==> config.mk <==
export PLATFORM = sky130hd
export DESIGN_NAME = mux_nto1_reg
export DESIGN_NICKNAME = d
export VERILOG_FILES = /design/src/rtl/mux_pkg.sv /design/src/rtl/rr_arbiter.sv /design/src/rtl/mux_nto1_reg.sv
export SDC_FILE = /design/constraint.sdc
export NUM_CORES = 1
export LEC_CHECK = 0
export ABC_AREA = 1
export CORE_ASPECT_RATIO = 1.5
export CORE_MARGIN = 4
export CORE_UTILIZATION = 36
export DETAILED_ROUTE_END_ITERATION = 10
export GPL_ROUTABILITY_DRIVEN = 0
export PLACE_DENSITY = 0.95
export SETUP_SLACK_MARGIN = 0.5
export SLEW_MARGIN = 20
export SYNTH_ARGS = -nofsm -noshare
export SYNTH_HDL_FRONTEND = slang
export SYNTH_SLANG_ARGS = --single-unit
==> constraint.sdc <==
create_clock -name clk -period 3.99 [get_ports clk]
set_input_delay 0.798 -clock clk [delete_from_list [all_inputs] [get_ports clk]]
set_output_delay 0.798 -clock clk [all_outputs]
set_load 0.03 [all_outputs]
==> src/rtl/mux_pkg.sv <==
// mux_pkg: shared constants for the registered N-to-1 selector family.
package mux_pkg;
   localparam int MODE_SEL      = 0;
   localparam int MODE_RR       = 1;
   localparam int DEFAULT_WIDTH = 32;
endpackage

==> src/rtl/rr_arbiter.sv <==
// rr_arbiter: rotating-priority grant; the request at or above i_ptr wins first, else the lowest below it.
module rr_arbiter #(
   parameter int N = 4
) (
   input  logic [N-1:0]         i_req,
   input  logic [$clog2(N)-1:0] i_ptr,
   output logic [N-1:0]         o_gnt,
   output logic [$clog2(N)-1:0] o_idx
);
   localparam int IW = $clog2(N);
   logic          w_hi_any;
   logic          w_lo_any;
   logic [IW-1:0] w_hi;
   logic [IW-1:0] w_lo;
   // Scanning downward leaves the lowest matching index in each candidate.
   always_comb begin
      w_hi_any = 1'b0;
      w_lo_any = 1'b0;
      w_hi     = '0;
      w_lo     = '0;
      for (int i = N - 1; i >= 0; i--) begin
         if (i_req[i]) begin
            w_lo     = IW'(i);
            w_lo_any = 1'b1;
         end
         if (i_req[i] && IW'(i) >= i_ptr) begin
            w_hi     = IW'(i);
            w_hi_any = 1'b1;
         end
      end
   end
   assign o_idx = w_hi_any ? w_hi : w_lo;
   assign o_gnt = (w_hi_any || w_lo_any) ? N'(1) << o_idx : '0;
endmodule

==> src/rtl/mux_nto1_reg.sv <==
// mux_nto1_reg: N-to-1 data selector with one output register and valid/ready on every channel.
module mux_nto1_reg
   import mux_pkg::*;
#(
   parameter int WIDTH = DEFAULT_WIDTH,
   parameter int N     = 4,
   parameter int MODE  = MODE_SEL
) (
   input  logic                   clk,
   input  logic                   rst_n,
   input  logic [$clog2(N)-1:0]   sel,
   input  logic [N-1:0]           in_valid,
   input  logic [N*WIDTH-1:0]     in_data,
   output logic [N-1:0]           in_ready,
   output logic                   out_valid,
   output logic [WIDTH-1:0]       out_data,
   output logic [$clog2(N)-1:0]   out_src,
   input  logic                   out_ready
);
   localparam int IW = $clog2(N);
   logic             w_load;
   logic             w_xfer;
   logic [N-1:0]     w_ready;
   logic [IW-1:0]    w_idx;
   logic [WIDTH-1:0] w_ch [N];
   logic             r_valid;
   logic [WIDTH-1:0] r_data;
   logic [IW-1:0]    r_src;

   // Gating with rst_n keeps every in_ready low while reset is held.
   assign w_load = rst_n && (!r_valid || out_ready);
   assign w_xfer = |(w_ready & in_valid);

   for (genvar i = 0; i < N; i++) begin : g_ch
      assign w_ch[i] = in_data[i*WIDTH +: WIDTH];
   end

   if (MODE == MODE_RR) begin : g_rr
      logic [IW-1:0] r_ptr;
      logic [N-1:0]  w_gnt;
      logic          w_unused_sel;
      rr_arbiter #(.N(N)) u_arb (
         .i_req (in_valid),
         .i_ptr (r_ptr),
         .o_gnt (w_gnt),
         .o_idx (w_idx)
      );
      assign w_ready      = w_load ? w_gnt : '0;
      assign w_unused_sel = ^sel;
      always_ff @(posedge clk or negedge rst_n) begin
         if (!rst_n)
            r_ptr <= '0;
         else if (w_xfer)
            r_ptr <= (w_idx == IW'(N - 1)) ? '0 : w_idx + 1'b1;
      end
   end else begin : g_sel
      logic w_hit;
      // sel values past N-1 exist when N is not a power of two; they select nothing.
      assign w_hit   = {1'b0, sel} < (IW + 1)'(N);
      assign w_idx   = sel;
      assign w_ready = (w_load && w_hit) ? N'(1) << sel : '0;
   end

   always_ff @(posedge clk or negedge rst_n) begin
      if (!rst_n) begin
         r_valid <= 1'b0;
         r_data  <= '0;
         r_src   <= '0;
      end else if (w_xfer) begin
         r_valid <= 1'b1;
         r_data  <= w_ch[w_idx];
         r_src   <= w_idx;
      end else if (out_ready) begin
         r_valid <= 1'b0;
      end
   end

   assign in_ready  = w_ready;
   assign out_valid = r_valid;
   assign out_data  = r_data;
   assign out_src   = r_src;
endmodule

Word-level counts from Yosys, hierarchy flattened
Index checks and enable logic that the tools add are counted.

storage, ports and cells
  bits in registers = 35
  bits of input ports = 137
  output and inout port bits = 39

operators by class
  magnitude comparators = 1
  shift operators = 1
  mux-type cells = 6
  bitwise gates (word level) = 2
  reduce and logical (&&, ||, !) cells = 5

operator list
  cell                 count
  $bmux 32 s2          1
  $mux 32              2
  $and 4x4->4          1
  $mux 4               1
  $reduce_or 4->1      1
  $shl 1x2->4 const A  1
  $ge 3x3->1 const B   1
  $not 2->3            1
  $mux 1               2
  $reduce_bool 2->1    1
  $logic_and 1x1->1    1
  $logic_not 1->1      1
  $logic_or 1x1->1     1

Depth between registers and ports, before layout
  word-level depth = 7
  gate-level depth with buffers = 8
  depth with buffers taken out = 7

Least setup slack after synthesis
OpenSTA, ideal clock, no wires.

  path type = input-to-output
  from = input port out_ready
  to = output port in_ready[0]
  arrival time = 1.766 ns
  data required time = 3.192 ns
  setup slack = 1.426 ns
  stages = 4
  path through = inv_1 -> a21oi_1 -> inv_1 -> nor3_1

on the way
  cells in the longest elaborated chain, start to end = 3

ends and longest elaborated chain
  element            line                RTL
  start, declared    mux_nto1_reg.sv:18  input logic out_ready
  $logic_or 1x1->1   mux_nto1_reg.sv:31  assign w_load = rst_n && (!r_valid || out_ready);
  $logic_and 1x1->1  mux_nto1_reg.sv:31
  $mux 4             mux_nto1_reg.sv:61  assign w_ready = (w_load && w_hit) ? N'(1) << sel : '0;
  end, declared      mux_nto1_reg.sv:14  output logic [N-1:0] in_ready,

No other way between the ends.

Worst setup path in the final report
  from = input port out_ready
  to = output port in_ready[1]

The elaborated chain is that of the path after synthesis.

==> run metrics <==
Num Clock Sinks=35; Routed WL=approximately 9000 um; P_leak=between 1.5 and 2 nW; Root Buffer=clkbuf_8; CORE AREA=approximately 6000 um2; syn avg cell area=~6.4 um2; Setup crit end kind=output pin; period utilization=0.823; largest family of logic cells by synthesized area=simple AND/OR/NAND/NOR gates; commonest non-fill, non-tap cell in the layout=nand2_1; vias in the first global route=roughly 3.1k; clock share of power=0.163; CP startpoint=out_ready; Max VDD drop=0.251 mV; PortBufs=between 150 and 200; # fillers=approximately 480; Initial Util=0.374; Flop pwr share=0.343; number of nets still failing antenna checks after routing=0; sequential share of the synthesized area=0.399; DP Area=about 4000 um2; Die ar.=7440 um2; most frequent cells in the layout=200 x nand2_1, 173 x clkdlybuf4s50_1, 35 x dfrtp_1; layout cells sized above 1=0.0412; NumNets Final=between 600 and 700; Max Fanout on Critical Path=4; WHS Path Cells=2; TritonCTS buffer count=5; Global Route Usage Sum=0.243; cell taking the most area after synthesis=dfrtp_1; Clock Skew=around 0.00082 ns; # DRC=0; synth warn=0; startpoint types=input pin; Vias=2955; Seq cells post-synth=35; Compound-Gate Fraction of Synth Area=0.0775; setup TNS=0 ns; Die H=104 um; GRT overflow=0; Synth area leaders=dfrtp_1 40%, nand2_1 34%, nand4_1 9.7%; CP Data Required Time=between 3 and 4 ns; combinational power share=0.494; drt pass-1 iters=4; setup violators final=0; hold bufs inserted after CTS=0; worst-skew pair later-pin latency=~0.27 ns; post-synthesis simple-gate area fraction=0.467; Worst Hold Launch=out_data[31]$_DFFE_PN0P_; hold slack=slightly below 0.5 ns; Worst slew margin=0.474; Finished Cell Area=4070 um2; Reg2Reg Setup Slack=approximately 1.9 ns; H-Tree Level Count=2; achievable frequency=just over 300 MHz; Register-to-Register Path Depth=6; initial antenna violation count=0; sw power=roughly 0.00055 W; Worst-path clk slew=0.06 ns; post-synthesis xor/xnor area fraction=0; post-DP HPWL=7000 um; Hold Fails Final Rpt=0; max_cap viols=0; Synth Area in Adders=0; pin count of the biggest net entering global routing=38; I/O pin cnt=roughly 180; switching portion of total power=0.378; syn nets=between 400 and 500; critical path type=input pin to output pin; status=complete, no violations; Tot Pwr=around 0.0014 W; Internal Power=around 0.00090 W; minimum clock period=between 3 and 4 ns; RSZ-0062 raised after global routing=false; Worst Tran Pin Value=slightly below 0.8 ns; PwrDens=~360 nW/um2; post-CTS sizing=0; area grow syn2layout=85.2%; cells after synthesis=between 300 and 400; setup bufs post-CTS=0; wire per inst=15.5 um; Reg-to-Reg End=out_data[17]$_DFFE_PN0P_; clock buffer depth=2; Rows=34; # diodes=0; Die Span X=between 70 and 80 um; Yosys top cell area share=0.399; post-synthesis cell type count=17; CTS tree=done; Vias/cell=5.08; first-pass GRT wire length=~14000 um; Slew Viols, Final=0; worst reg2reg startpoint=out_valid$_DFFE_PN0P_; Post-Syn Area=~2200 um2; mux cell area share after synthesis=0; endpoint of the worst hold path=out_data[31]$_DFFE_PN0P_; arrival time worst endpoint=roughly 2.5 ns; initial DRC count=282; HP Class=flop to flop
-- worst max-delay path, stage by stage --
cell             delay, ns
clkdlybuf4s50_1       0.46
inv_1                 0.05
a21oi_1               0.22
inv_1                 0.12
nor3_1                0.14
clkdlybuf4s50_1       0.70
-- Yosys cell counts, drive strengths merged --
cell    instances
a21oi           1
buf             9
clkbuf         12
dfrtp          35
inv             7
nand2         201
nand3           2
nand4          34
nor2            5
nor3            3
o21ai          33
-- sequential cells by signal, indices dropped and copies added, names as in the netlist --
signal / flops
out_data: 32
out_src: 2
out_valid: 1
-- routing by layer --
layer,vias up,GRT usage,share of wire
met5,-,0,0
met1,1353,0.249,0.34
met4,0,0.102,0.032
met2,133,0.456,0.57
met3,26,0.0504,0.061
li1,1443,-,-
-- power groups by stage --
| stage | clock (W) | combinational [W] | sequential [W] |
|---|---|---|---|
| 2_1_floorplan | 0 | 0.000154 | 0.000676 |
| 6_report | 0.000236 | 0.000714 | 0.000495 |
| 4_1_cts | 0.000248 | 0.000718 | 0.000494 |
| 5_1_grt | 0.000262 | 0.000760 | 0.000506 |
| 3_3_place_gp | 0 | 0.000702 | 0.000494 |
| 3_5_place_dp | 0 | 0.000716 | 0.000499 |
-- worst max-delay path by stage --
stage,endpoint,cells past startpoint
after global routing,in_ready[1],6
after global placement,in_ready[2],6
after detailed placement,in_ready[2],6
after floorplan,in_ready[0],4
final,in_ready[1],6
after CTS,in_ready[2],6
-- cell families (layout without fill, tap and decap cells) --
logic type	after synthesis	after routing
compound gates	34	34
buf+inv	28	196
flops	35	35
simple gates	245	245
-- final cells by class --
| cell class | instances | area (um2) | share of cell area |
|---|---|---|---|
| clock inverters | 1 | 5.00 | 0.00123 |
| flip-flops and latches | 35 | 876 | 0.215 |
| inverters | 7 | 26.3 | 0.00646 |
| clock buffers | 7 | 76.3 | 0.0188 |
| well taps | 72 | 90.1 | 0.0222 |
| repair buffers | 181 | 1790 | 0.441 |
| multi-input cells | 279 | 1200 | 0.295 |
-- per-stage QoR --
step	utilization	instances	setup slack, ns
floorplan	-	342	1.43
global placement	0.678	574	0.773
detailed placement	0.678	574	0.638
CTS	0.692	582	0.641
global route	0.693	582	0.512
finish	0.693	582	0.708
No activity file was read; power rests on OpenSTA's default activity.
==> RTL change 1: new RTL, config.mk and constraints unchanged <==
`N` is set to 4 in 2 places; all go to 2.
--- a/src/rtl/rr_arbiter.sv
+++ b/src/rtl/rr_arbiter.sv
@@ -1,6 +1,6 @@
 // rr_arbiter: rotating-priority grant; the request at or above i_ptr wins first, else the lowest below it.
 module rr_arbiter #(
-   parameter int N = 4
+   parameter int N = 2
 ) (
    input  logic [N-1:0]         i_req,
    input  logic [$clog2(N)-1:0] i_ptr,
--- a/src/rtl/mux_nto1_reg.sv
+++ b/src/rtl/mux_nto1_reg.sv
@@ -3,7 +3,7 @@
    import mux_pkg::*;
 #(
    parameter int WIDTH = DEFAULT_WIDTH,
-   parameter int N     = 4,
+   parameter int N     = 2,
    parameter int MODE  = MODE_SEL
 ) (
    input  logic                   clk,
Interface: changed (5 resized); port bits go from 176 to 106. No check against the original RTL was run, so the function may have changed too.
==> RTL change 1 against the original RTL <==
Sequential cell count decreased by 1; power fell by 16%; hold slack gained 0.014 ns; highest routed layer unchanged; combinational power is 30% lower; global-route usage fell by 6.2 points; synthesized area decreased by 18%; cell count is 28% lower; wire length fell by 39%; count of clock-buffer cells in the layout is the same; fmax up 6.3%; critical path depth stayed put; final area is 28% lower; register-to-register slack improved by 0.13 ns; worst setup slack improved by 0.19 ns.
==> RTL change 1: results (changes against the original RTL) <==
Pleak = 0.001486 µW (was 0.001828 µW)
Cts bufs inserted = 5 (unchanged)
Drt pass-1 iters = 4 (unchanged)
CP Data Arrival Time = 2.29 ns (was 2.48 ns)
Peak VDD IR = 0.1984 mV (was 0.2510 mV)
Ys Warns = 0 (unchanged)
Clk_lat worst skew = 0.28 ns
Gr usage total = 0.1802 (was 0.2425)
Vias in the first global route = 1875 (was 3051)
Register area share after synthesis = 0.4752 (was 0.3989)
Worst-Margin Slew = 0.6170 ns (was 0.7874 ns)
Unique masters post-synth = 13 (was 17)
# nets final = 423 (was 646)
Synth Net Count = 324 (was 479)
Wire per inst = 13.06 µm (was 15.52 µm)
DP HPWL = 3.962 mm (was 6.996 mm)
Ranking of synthesized cells by area = dfrtp_1 (48%), nand2_1 (34%), nand3_1 (9.2%) (was dfrtp_1 (40%), nand2_1 (34%), nand4_1 (9.7%))
H-tree levels = 2 (unchanged)
Pre-CTS WS = 0.7140 ns (was 0.6376 ns)
Layout Skew = 0.004458 ns (was 0.0008188 ns)
N_diodes = 0 (unchanged)
CTS resizes = 0 (unchanged)
Vias = 1954 (was 2955)
CTS clk-pin slew, worst paths = 0.07 ns
CTS root buf = clkbuf_8 (unchanged)
Post-synth EDFFs = 0 (unchanged)
Port bufs = 105 (was 175)
Critical Path Fanout Max = 4 (unchanged)
DR iter-0 viols = 157 (was 282)
First-pass GRT wire length = 8.659 mm (was 14.38 mm)
Hold Path Class = reg -> reg (unchanged)
Status = complete, no violations (unchanged)
Dpl cell area = 2840 µm² (was 3983 µm²)
Initial antenna violation count = 0 (unchanged)
Layout cells sized above 1 = 0.04802 (was 0.04118)
Largest net degree at the start of global routing = 37 (was 38)
Post-CTS Setup Bufs = 0 (unchanged)
Top cells by count, synth = nand2_1 (163), dfrtp_1 (34), nand3_1 (33), buf_2 (10), buf_6 (3) (was nand2_1 (200), dfrtp_1 (35), nand4_1 (34), o21ai_0 (26), clkbuf_1 (12))
-- RTL change 1: cell types whose count changed in the layout (fill, tap and decap cells not counted), moves of 2 or more --
| cell | before | now |
|---|---|---|
| nand2_1 | 200 | 163 |
| o21ai_1 | 7 | 0 |
| clkdlybuf4s50_1 | 173 | 103 |
| buf_4 | 6 | 4 |
| nor3_1 | 3 | 0 |
| nor2_2 | 3 | 0 |
| nand3_1 | 2 | 33 |
| o21ai_0 | 26 | 0 |
| inv_2 | 3 | 0 |
| nand4_1 | 34 | 0 |
| inv_1 | 4 | 1 |
-- RTL change 1: worst paths after layout --
kind,slack (ns),startpoint,cells after the start,endpoint
hold / removal,0.50,out_src,2,out_src
max in group asynchronous,3.09,rst_n,2,out_data[3]
hold reg to reg,0.50,out_src,2,out_src
setup reg to reg,2.07,out_valid,5,out_data[14]
setup / recovery,0.90,out_ready,6,in_ready[0]
min in group asynchronous,0.57,rst_n,2,out_data[22]
-- RTL change 1: kinds of logic (layout without fill, tap and decap cells) --
logic type             count (synthesis)  after routing  share of synthesized area
DFF                                   34             34                     0.4752
and+or+nand+nor                      202            202                     0.4640
buffers and inverters                 18            118                    0.06080
-- RTL change 1: critical path, cell delays in order --
cell and delay [ns]:
clkdlybuf4s50_1 0.47, inv_1 0.05, nand2_2 0.11, nand2_1 0.08, nor2_1 0.09, clkdlybuf4s50_1 0.67
-- RTL change 1: layout make-up --
type | instances | area [µm²]
clock inverters | 1 | 5.005
repair buffers | 108 | 1066
well taps | 66 | 82.58
multi-input cells | 202 | 830.8
inverters | 2 | 10.01
flip-flops and latches | 34 | 850.8
clock buffers | 7 | 86.33
fillers | 462 | 1878
-- RTL change 1: routing by layer --
metal	up-vias	wire [µm]	track usage
met5	-	0	0
met4	0	119	0.07439
met3	10	355	0.04167
met2	68	3060	0.3297
met1	893	1949	0.1958
li1	983	-	-
-- RTL change 1: report_power, final --
group	leakage (µW)	switching, µW	internal, µW	total [µW]
clock	0.0000482	119	139	258
combinational	0.00101	273	227	499
sequential	0.000424	41.1	414	455
-- RTL change 1: stage by stage --
| step | total power (µW) | utilization | cells | hold slack (ns) |
|---|---|---|---|---|
| 2_1_floorplan | 714.8 | - | 254 | 0.5024 |
| 3_3_place_gp | 951.0 | 0.5905 | 412 | 0.4757 |
| 3_5_place_dp | 961.6 | 0.5905 | 412 | 0.4789 |
| 4_1_cts | 1221 | 0.6095 | 420 | 0.4969 |
| 5_1_grt | 1283 | 0.6095 | 420 | 0.5221 |
| 6_report | 1212 | 0.6095 | 420 | 0.4963 |
==> RTL change 2: new RTL, config.mk and constraints unchanged <==
Made on the original files. Make the reset (`rst_n`) synchronous in 2 clocked blocks.
--- a/src/rtl/mux_nto1_reg.sv
+++ b/src/rtl/mux_nto1_reg.sv
@@ -47,7 +47,7 @@
       );
       assign w_ready      = w_load ? w_gnt : '0;
       assign w_unused_sel = ^sel;
-      always_ff @(posedge clk or negedge rst_n) begin
+      always_ff @(posedge clk) begin
          if (!rst_n)
             r_ptr <= '0;
          else if (w_xfer)
@@ -61,7 +61,7 @@
       assign w_ready = (w_load && w_hit) ? N'(1) << sel : '0;
    end
 
-   always_ff @(posedge clk or negedge rst_n) begin
+   always_ff @(posedge clk) begin
       if (!rst_n) begin
          r_valid <= 1'b0;
          r_data  <= '0;
Check against the original RTL: differs if rst_n is asserted again (counterexample within 4 cycles, from zero or initial values and one cycle with rst_n low); with rst_n held inactive, the same outputs for 10 cycles.
==> RTL change 2 against the original RTL <==
Power shrank 22%; combinational power shrank 37%; worst setup slack gained 0.25 ns; wire length shrank 8.1%; synthesized area shrank 0.57%; fmax grew 8.3%; final area is essentially flat; sequential cell count is the same; hold slack lost 0.030 ns; critical endpoint is now out_data[2]; highest routed layer unchanged.
==> RTL change 2: results (changes against the original RTL) <==
Status = complete, no violations (unchanged)
Hold Crit Start = out_src[1] (was out_data[31])
Layout cells sized above 1 = 0.04236 (was 0.04118)
Unique masters post-synth = 14 (was 17)
Post-Route WL = 8.296 mm (was 9.031 mm)
Wire per inst = 13.49 µm (was 15.52 µm)
Setup CP Type = in -> reg (was in -> out)
RR Endpoint = out_data[2] (was out_data[17])
Gr usage total = 0.2148 (was 0.2425)
DP HPWL = 6.507 mm (was 6.996 mm)
Comb pwr = 452 µW (was 714 µW)
Synth Net Count = 515 (was 479)
First-pass GRT wire length = 12.68 mm (was 14.38 mm)
CP Data Arrival Time = 3.21 ns (was 2.48 ns)
Clk power = 281 µW (was 236 µW)
Critical Path Start = sel[0] (was out_ready)
Grt met1 use = 0.1804 (was 0.2494)
Avg Inst Size Synth = 5.776 µm² (was 6.421 µm²)
# nets final = 679 (was 646)
Max incr delay on CP = 0.54 ns (was 0.70 ns)
Layout Skew = 0.003396 ns (was 0.0008188 ns)
Register area share after synthesis = 0.3209 (was 0.3989)
Vias per cell = 4.875 (was 5.077)
Pleak = 0.001829 µW (was 0.001828 µW)
Compound-Gate Fraction of Synth Area = 0.1169 (was 0.07749)
Largest net degree at the start of global routing = 41 (was 38)
Top_reg_cell synth = dfxtp_1 (was dfrtp_1)
Post-synth EDFFs = 0 (unchanged)
Vias in the first global route = 3020 (was 3051)
Ranking of synthesized cells by area = dfxtp_1 (32%), nand2_1 (23%), nor2_1 (12%) (was dfrtp_1 (40%), nand2_1 (34%), nand4_1 (9.7%))
Internal power = 773.2 µW (was 898.6 µW)
Critical Path Fanout Max = 40 (was 4)
Ys async rst share = 0 (was 1.000)
Hold EP = out_src[1] (was out_data[31])
Met2 usage = 0.4391 (was 0.4559)
Top cells by count, synth = nand2_1 (134), nor2_1 (70), inv_1 (37), dfxtp_1 (35), nand3_1 (34) (was nand2_1 (200), dfrtp_1 (35), nand4_1 (34), o21ai_0 (26), clkbuf_1 (12))
Peak VDD IR = 0.1998 mV (was 0.2510 mV)
-- RTL change 2: cell type report --
| cell class | instances | area (µm²) |
|---|---|---|
| repair buffers | 180 | 1779 |
| fillers | 501 | 1764 |
| multi-input cells | 280 | 1244 |
| flip-flops and latches | 35 | 700.7 |
| inverters | 40 | 150.1 |
| clock buffers | 8 | 100.1 |
| well taps | 72 | 90.09 |
-- RTL change 2: routing by layer --
layer | routed length, µm | part of all wire
met1 | 2669 | 0.32
met2 | 4483 | 0.54
met3 | 773 | 0.093
met4 | 370 | 0.045
met5 | 0 | 0
-- RTL change 2: through the flow --
step	worst slack [ns]	hold slack [ns]
final	0.9588	0.4524
after global routing	0.6907	0.4773
after CTS	0.9502	0.4578
after detailed placement	0.6589	0.4471
after global placement	0.7858	0.4367
after floorplan	1.473	0.5712
-- RTL change 2: worst max-delay path: cells and delay by family --
kind | cells | cell delay, ns
and+or+nand+nor | 7 | 1.13
buffers and inverters | 3 | 1.23
